**src/rtl/cpu_pkg.sv**
```systemverilog
// Shared CPU constants: datapath widths, PC step and ALU operation codes.
package cpu_pkg;

  localparam int unsigned PC_WIDTH   = 32;
  localparam int unsigned DATA_WIDTH = 8;
  localparam int unsigned PC_STEP    = 4;
  localparam int unsigned ALUOP_W    = 3;

  localparam logic [ALUOP_W-1:0] ALU_FWD = 3'b000;
  localparam logic [ALUOP_W-1:0] ALU_ADD = 3'b001;
  localparam logic [ALUOP_W-1:0] ALU_AND = 3'b010;
  localparam logic [ALUOP_W-1:0] ALU_OR  = 3'b011;

endpackage

```
**src/rtl/alu_pc_exec_unit_if.sv**
```systemverilog
// Execute-stage bus: PC control from flow logic, operands from regfile/decoder, results out.
interface alu_pc_exec_unit_if;
  import cpu_pkg::*;

  logic                  PC_WE;
  logic [PC_WIDTH-1:0]   PC_NEXT;
  logic [PC_WIDTH-1:0]   PC;
  logic [PC_WIDTH-1:0]   PC_INC;
  logic [DATA_WIDTH-1:0] DATA1;
  logic [DATA_WIDTH-1:0] DATA2;
  logic [DATA_WIDTH-1:0] IMM;
  logic                  NEGATE;
  logic                  IMM_SEL;
  logic [ALUOP_W-1:0]    ALUOP;
  logic [DATA_WIDTH-1:0] RESULT;
  logic                  ZERO;

  modport master (
    output PC_WE, PC_NEXT, DATA1, DATA2, IMM, NEGATE, IMM_SEL, ALUOP,
    input  PC, PC_INC, RESULT, ZERO
  );

  modport slave (
    input  PC_WE, PC_NEXT, DATA1, DATA2, IMM, NEGATE, IMM_SEL, ALUOP,
    output PC, PC_INC, RESULT, ZERO
  );

endinterface

```
**src/rtl/alu8_core.sv**
```systemverilog
// 8-bit ALU: operand-2 negate/immediate select, op decode and zero flag. Purely combinational.
module alu8_core
  import cpu_pkg::*;
(
  input  logic [DATA_WIDTH-1:0] data1_i,
  input  logic [DATA_WIDTH-1:0] data2_i,
  input  logic [DATA_WIDTH-1:0] imm_i,
  input  logic                  negate_i,
  input  logic                  imm_sel_i,
  input  logic [ALUOP_W-1:0]    aluop_i,
  output logic [DATA_WIDTH-1:0] result_o,
  output logic                  zero_o
);

  logic [DATA_WIDTH-1:0] neg2;
  logic [DATA_WIDTH-1:0] op2;
  logic [DATA_WIDTH-1:0] result;

  // Immediate path bypasses the negator entirely.
  always_comb begin
    neg2 = ~data2_i + DATA_WIDTH'(1);
    op2  = imm_sel_i ? imm_i : (negate_i ? neg2 : data2_i);
  end

  // Reserved and unknown opcodes fall to the default and yield zero.
  always_comb begin
    result = '0;
    case (aluop_i)
      ALU_FWD: result = op2;
      ALU_ADD: result = data1_i + op2;
      ALU_AND: result = data1_i & op2;
      ALU_OR:  result = data1_i | op2;
      default: result = '0;
    endcase
  end

  assign result_o = result;
  assign zero_o   = (result == '0);

endmodule

```
**src/rtl/alu_pc_exec_unit.sv**
```systemverilog
// Execute-stage core: program counter register with +PC_STEP incrementer, plus the 8-bit ALU.
module alu_pc_exec_unit
  import cpu_pkg::*;
(
  input  logic               CLK,
  input  logic               RESET,
  alu_pc_exec_unit_if.slave  bus
);

  logic [PC_WIDTH-1:0] pc_q;
  logic [PC_WIDTH-1:0] pc_d;

  // Hold on PC_WE low covers stalls and busy-wait.
  always_comb begin
    pc_d = pc_q;
    if (bus.PC_WE) pc_d = bus.PC_NEXT;
  end

  always_ff @(posedge CLK or negedge RESET) begin
    if (!RESET) pc_q <= '0;
    else        pc_q <= pc_d;
  end

  assign bus.PC     = pc_q;
  assign bus.PC_INC = pc_q + PC_WIDTH'(PC_STEP);

  alu8_core u_alu8_core (
    .data1_i   (bus.DATA1),
    .data2_i   (bus.DATA2),
    .imm_i     (bus.IMM),
    .negate_i  (bus.NEGATE),
    .imm_sel_i (bus.IMM_SEL),
    .aluop_i   (bus.ALUOP),
    .result_o  (bus.RESULT),
    .zero_o    (bus.ZERO)
  );

endmodule

```
**src/flat_wrapper.sv**
```systemverilog
// flat-port wrapper written by rule: the top's interface ports become plain ports
module alu_pc_exec_unit_flat import cpu_pkg::*;
  (CLK, RESET, bus_PC_WE, bus_PC_NEXT, bus_DATA1, bus_DATA2, bus_IMM, bus_NEGATE, bus_IMM_SEL, bus_ALUOP, bus_PC, bus_PC_INC, bus_RESULT, bus_ZERO);
  alu_pc_exec_unit_if bus_i ();
  input  logic CLK;
  input  logic RESET;
  input wire logic [$bits(bus_i.PC_WE)-1:0] bus_PC_WE;
  input wire logic [$bits(bus_i.PC_NEXT)-1:0] bus_PC_NEXT;
  input wire logic [$bits(bus_i.DATA1)-1:0] bus_DATA1;
  input wire logic [$bits(bus_i.DATA2)-1:0] bus_DATA2;
  input wire logic [$bits(bus_i.IMM)-1:0] bus_IMM;
  input wire logic [$bits(bus_i.NEGATE)-1:0] bus_NEGATE;
  input wire logic [$bits(bus_i.IMM_SEL)-1:0] bus_IMM_SEL;
  input wire logic [$bits(bus_i.ALUOP)-1:0] bus_ALUOP;
  output wire logic [$bits(bus_i.PC)-1:0] bus_PC;
  output wire logic [$bits(bus_i.PC_INC)-1:0] bus_PC_INC;
  output wire logic [$bits(bus_i.RESULT)-1:0] bus_RESULT;
  output wire logic [$bits(bus_i.ZERO)-1:0] bus_ZERO;
  assign bus_i.PC_WE = bus_PC_WE;
  assign bus_i.PC_NEXT = bus_PC_NEXT;
  assign bus_i.DATA1 = bus_DATA1;
  assign bus_i.DATA2 = bus_DATA2;
  assign bus_i.IMM = bus_IMM;
  assign bus_i.NEGATE = bus_NEGATE;
  assign bus_i.IMM_SEL = bus_IMM_SEL;
  assign bus_i.ALUOP = bus_ALUOP;
  assign bus_PC = bus_i.PC;
  assign bus_PC_INC = bus_i.PC_INC;
  assign bus_RESULT = bus_i.RESULT;
  assign bus_ZERO = bus_i.ZERO;
  alu_pc_exec_unit u_core (.CLK(CLK), .RESET(RESET), .bus(bus_i));
endmodule
```
**config.mk**
```make
export PLATFORM = sky130hd
export DESIGN_NAME = alu_pc_exec_unit_flat
export DESIGN_NICKNAME = d
export VERILOG_FILES = /design/src/rtl/cpu_pkg.sv /design/src/rtl/alu_pc_exec_unit_if.sv /design/src/rtl/alu8_core.sv /design/src/rtl/alu_pc_exec_unit.sv /design/src/flat_wrapper.sv
export SDC_FILE = /design/constraint.sdc
export NUM_CORES = 1
export LEC_CHECK = 0
export ABC_AREA = 0
export BUFFER_PORTS_ARGS = -buffer_cell sky130_fd_sc_hd__buf_2
export CAP_MARGIN = 10
export CORE_MARGIN = 2
export CORE_UTILIZATION = 47
export DETAILED_ROUTE_END_ITERATION = 8
export PLACE_DENSITY = 0.87
export SLEW_MARGIN = 0
export SYNTH_ARGS = -nofsm -noshare
export SYNTH_HDL_FRONTEND = slang
export SYNTH_SLANG_ARGS = --single-unit
```
**constraint.sdc**
```tcl
create_clock -name CLK -period 3.7 [get_ports CLK]
set_input_delay 0.37 -clock CLK [delete_from_list [all_inputs] [get_ports CLK]]
set_output_delay 0.37 -clock CLK [all_outputs]
set_load 0.1 [all_outputs]
```
==> impl_metrics.env <==
export IMPL_outcome="complete, but fails checks"
export IMPL_violations="negative setup slack"
export IMPL_clk_latency_ns=0.28
export IMPL_antenna_left=0
export IMPL_tns_ns=-0.02386
export IMPL_postPlaceCellArea_um2=3817
export IMPL_synth_edff_count=0
export IMPL_finClkSkew_ns=0
export IMPL_async_reset_ff_frac=1.000
export IMPL_synth_seq_area_share=0.2957
export IMPL_worstSetupEndpointType="output port"
export IMPL_grt_antenna_before_repair=0
export IMPL_r2r_start="u_core.bus.PC[4]"
export IMPL_dp_cells=500
export IMPL_regArea_um2=800.8
export IMPL_clkTransAtPathRegs_ns=0.07
export IMPL_syn2layout_area_growth_pct=50.88
export IMPL_cp_arrival_ns=3.35
export IMPL_crit_chain="buf_2, buf_4, or4_4, o21ai_2, xnor2_1, mux2_2, inv_1, ha_1, a21oi_1, o21ai_0, a211o_1, nor4_4, buf_12"
export IMPL_fin_crit_ns=3.724
export IMPL_hold_class="in -> async"
export IMPL_r2r_cells=1
export IMPL_report_final_slew_viol_count=0
export IMPL_drc_errors=0
export IMPL_yosys_area_share_simple=0.1779
export IMPL_dieArea_um2=6384
export IMPL_largest_register_ff_count=32
export IMPL_synth_area_um2=2708
export IMPL_syn_area_per_cell_um2=9.273
export IMPL_vias=2784
export IMPL_slew_headroom=0.3267
export IMPL_multi_input_area_um2=2148
export IMPL_fin_cells=510
export IMPL_synth_top_family_by_area="simple AND/OR/NAND/NOR gates"
export IMPL_cp_slowest_stage_delay_ns=0.57
export IMPL_ys_warn_count=0
export IMPL_dp_hpwl_mm=6.176
export IMPL_synthAdderAreaFrac=0.09519
export IMPL_fin_util=0.7374
export IMPL_r2r_end="u_core.bus.PC[4]"
export IMPL_cts_tree="done"
export IMPL_layout_drive_gt1_share=0.5502
export IMPL_pin_count=137
export IMPL_ir_worst_vdd_v=0.0004905
export IMPL_rsz0062_at_grt="yes"
export IMPL_die_y_um=79.90
export IMPL_die_w_um=79.90
export IMPL_post_place_ws_ns=-0.06823
export IMPL_fill_cells=386
export IMPL_syn_num_nets=376
export IMPL_tightest_slew_ns=1.002
export IMPL_ys_flop_type="dfrtp_1"
export IMPL_final_common_cell="buf_2"
export IMPL_root_buffer="clkbuf_8"
export IMPL_fin_ws_ns=-0.02386
export IMPL_synth_seq_cells=32
export IMPL_required_ns=3.33
export IMPL_synth_area_top_cells="dfrtp_1, mux2_2, ha_1"
export IMPL_gp_congestion=0.9009
export IMPL_rrSetupSlack_ns=2.81
export IMPL_start_kind="primary input"
export IMPL_grt_pass1_vias=2705
export IMPL_setup_viol=1
export IMPL_clock_sinks=32
export IMPL_synth_top_area_cell="dfrtp_1"
export IMPL_rows=27
export IMPL_p_total_mw=1.819
export IMPL_h_tree_depth=2
export IMPL_vias_per_cell=5.459
export IMPL_dr_pass1_iters=4
export IMPL_post_route_period_util=1.006
export IMPL_layout_common_cells="buf_2, dfrtp_1, mux2_2"
export IMPL_diodes=0
export IMPL_maxCapViolations=0
export IMPL_synth_xor_area_frac=0.1197
export IMPL_fin_nets=521
export IMPL_startpoint="bus_DATA2[2]"
export IMPL_crit_slowest_cell="or4_4"
export IMPL_wirelength_mm=8.114
export IMPL_initial_core_util=0.4887
export IMPL_globalRouteOverflowTotal=0
export IMPL_synth_mux_area_frac=0.1451
export IMPL_max_clock_freq_ghz=0.2685
export IMPL_yosysUniqueCellTypes=50
export IMPL_clockBufferDepth=2
export IMPL_core_um2=5540
export IMPL_portBuffers=136
export IMPL_grt_pass1_wl_mm=12.21
export IMPL_grt_max_degree=36
export IMPL_synth_top_area_share=0.2957
export IMPL_power_leakage_nw=2.004
export IMPL_synth_compound_area_share=0.1104
export IMPL_drt_initial_drc_count=86
export IMPL_crit_fanout=4
export IMPL_whs_ns=0.1276
export IMPL_wl_per_cell_um=15.91
export IMPL_final_area_um2=4085
export IMPL_critPathKind="in -> out"
export IMPL_hold_viol=0
export IMPL_synth_cells=292
export IMPL_grt_usage=0.2429
export IMPL_power_density_nw_per_um2=445.3
export IMPL_cts_buffers=5
-- synthesized netlist by cell type (2+ instances only) --
master,instances
nand2_1,24
and4_1,2
mux2i_1,4
and3_1,4
a21oi_1,5
a211oi_1,3
nor2b_1,5
o21a_1,2
xor2_1,11
clkbuf_1,7
nor2_1,12
mux2_2,30
a221o_1,4
o21ai_0,7
nand2b_1,3
inv_1,24
nand4_1,6
nor3b_1,3
o211ai_1,3
xnor2_1,26
or3_1,2
a21o_1,5
nand3_1,17
dfrtp_1,32
nor4_1,2
buf_4,2
ha_1,19
a31oi_1,2
nor3_1,5
-- metal layers --
metal | track usage | share of wire | vias to the layer above
li1 | - | - | 1313
met1 | 0.2797 | 0.38 | 1323
met2 | 0.4358 | 0.52 | 127
met3 | 0.05317 | 0.070 | 21
met4 | 0.09322 | 0.027 | 0
met5 | 0 | 0 | -
-- critical path, delay by kind of cell --
kind / cells / cell delay [ns]
simple gates: 2 / 0.86
fa+ha+maj: 1 / 0.31
xor+xnor: 1 / 0.13
buf+inv: 4 / 0.55
compound gates: 4 / 0.90
mux: 1 / 0.22
-- worst max path at each step --
stage | to | slack, ns | cells past startpoint
floorplan | bus_ZERO | -0.54 | 11
global placement | bus_ZERO | 0.03 | 15
CTS | bus_ZERO | 0.03 | 14
finish | bus_ZERO | -0.02 | 13
global route | bus_ZERO | -0.06 | 13
detailed placement | bus_ZERO | -0.07 | 15
-- timing repair --
item,CTS,global route
buffers inserted,0,2
hold buffers,0,0
gates resized for setup,2,30
cloned,0,0
pin swaps,1,11
endpoints found under the setup margin,1,1
-- power by group --
| group | total [mW] | switching [mW] | internal (mW) |
|---|---|---|---|
| Sequential | 0.444 | 0.0597 | 0.384 |
| Clock | 0.262 | 0.132 | 0.131 |
| Combinational | 1.11 | 0.846 | 0.267 |
| Total | 1.82 | 1.04 | 0.782 |
-- cell type report --
class | count | area share
inverters | 24 | 0.02266
flip-flops and latches | 32 | 0.1960
well taps | 72 | 0.02205
clock buffers | 5 | 0.01685
clock inverters | 3 | 0.004594
repair buffers | 150 | 0.2119
multi-input cells | 224 | 0.5259
-- cells by family (layout without fill, tap and decap cells) --
family | count (synthesis) | in the layout
AOI/OAI and AO/OA | 41 | 41
buffers and inverters | 36 | 182
xor gates and xnor gates | 37 | 37
and+or+nand+nor | 91 | 91
DFF | 32 | 32
adders and majority gates | 20 | 20
muxes | 35 | 35
(Power assumes the default switching activity.)
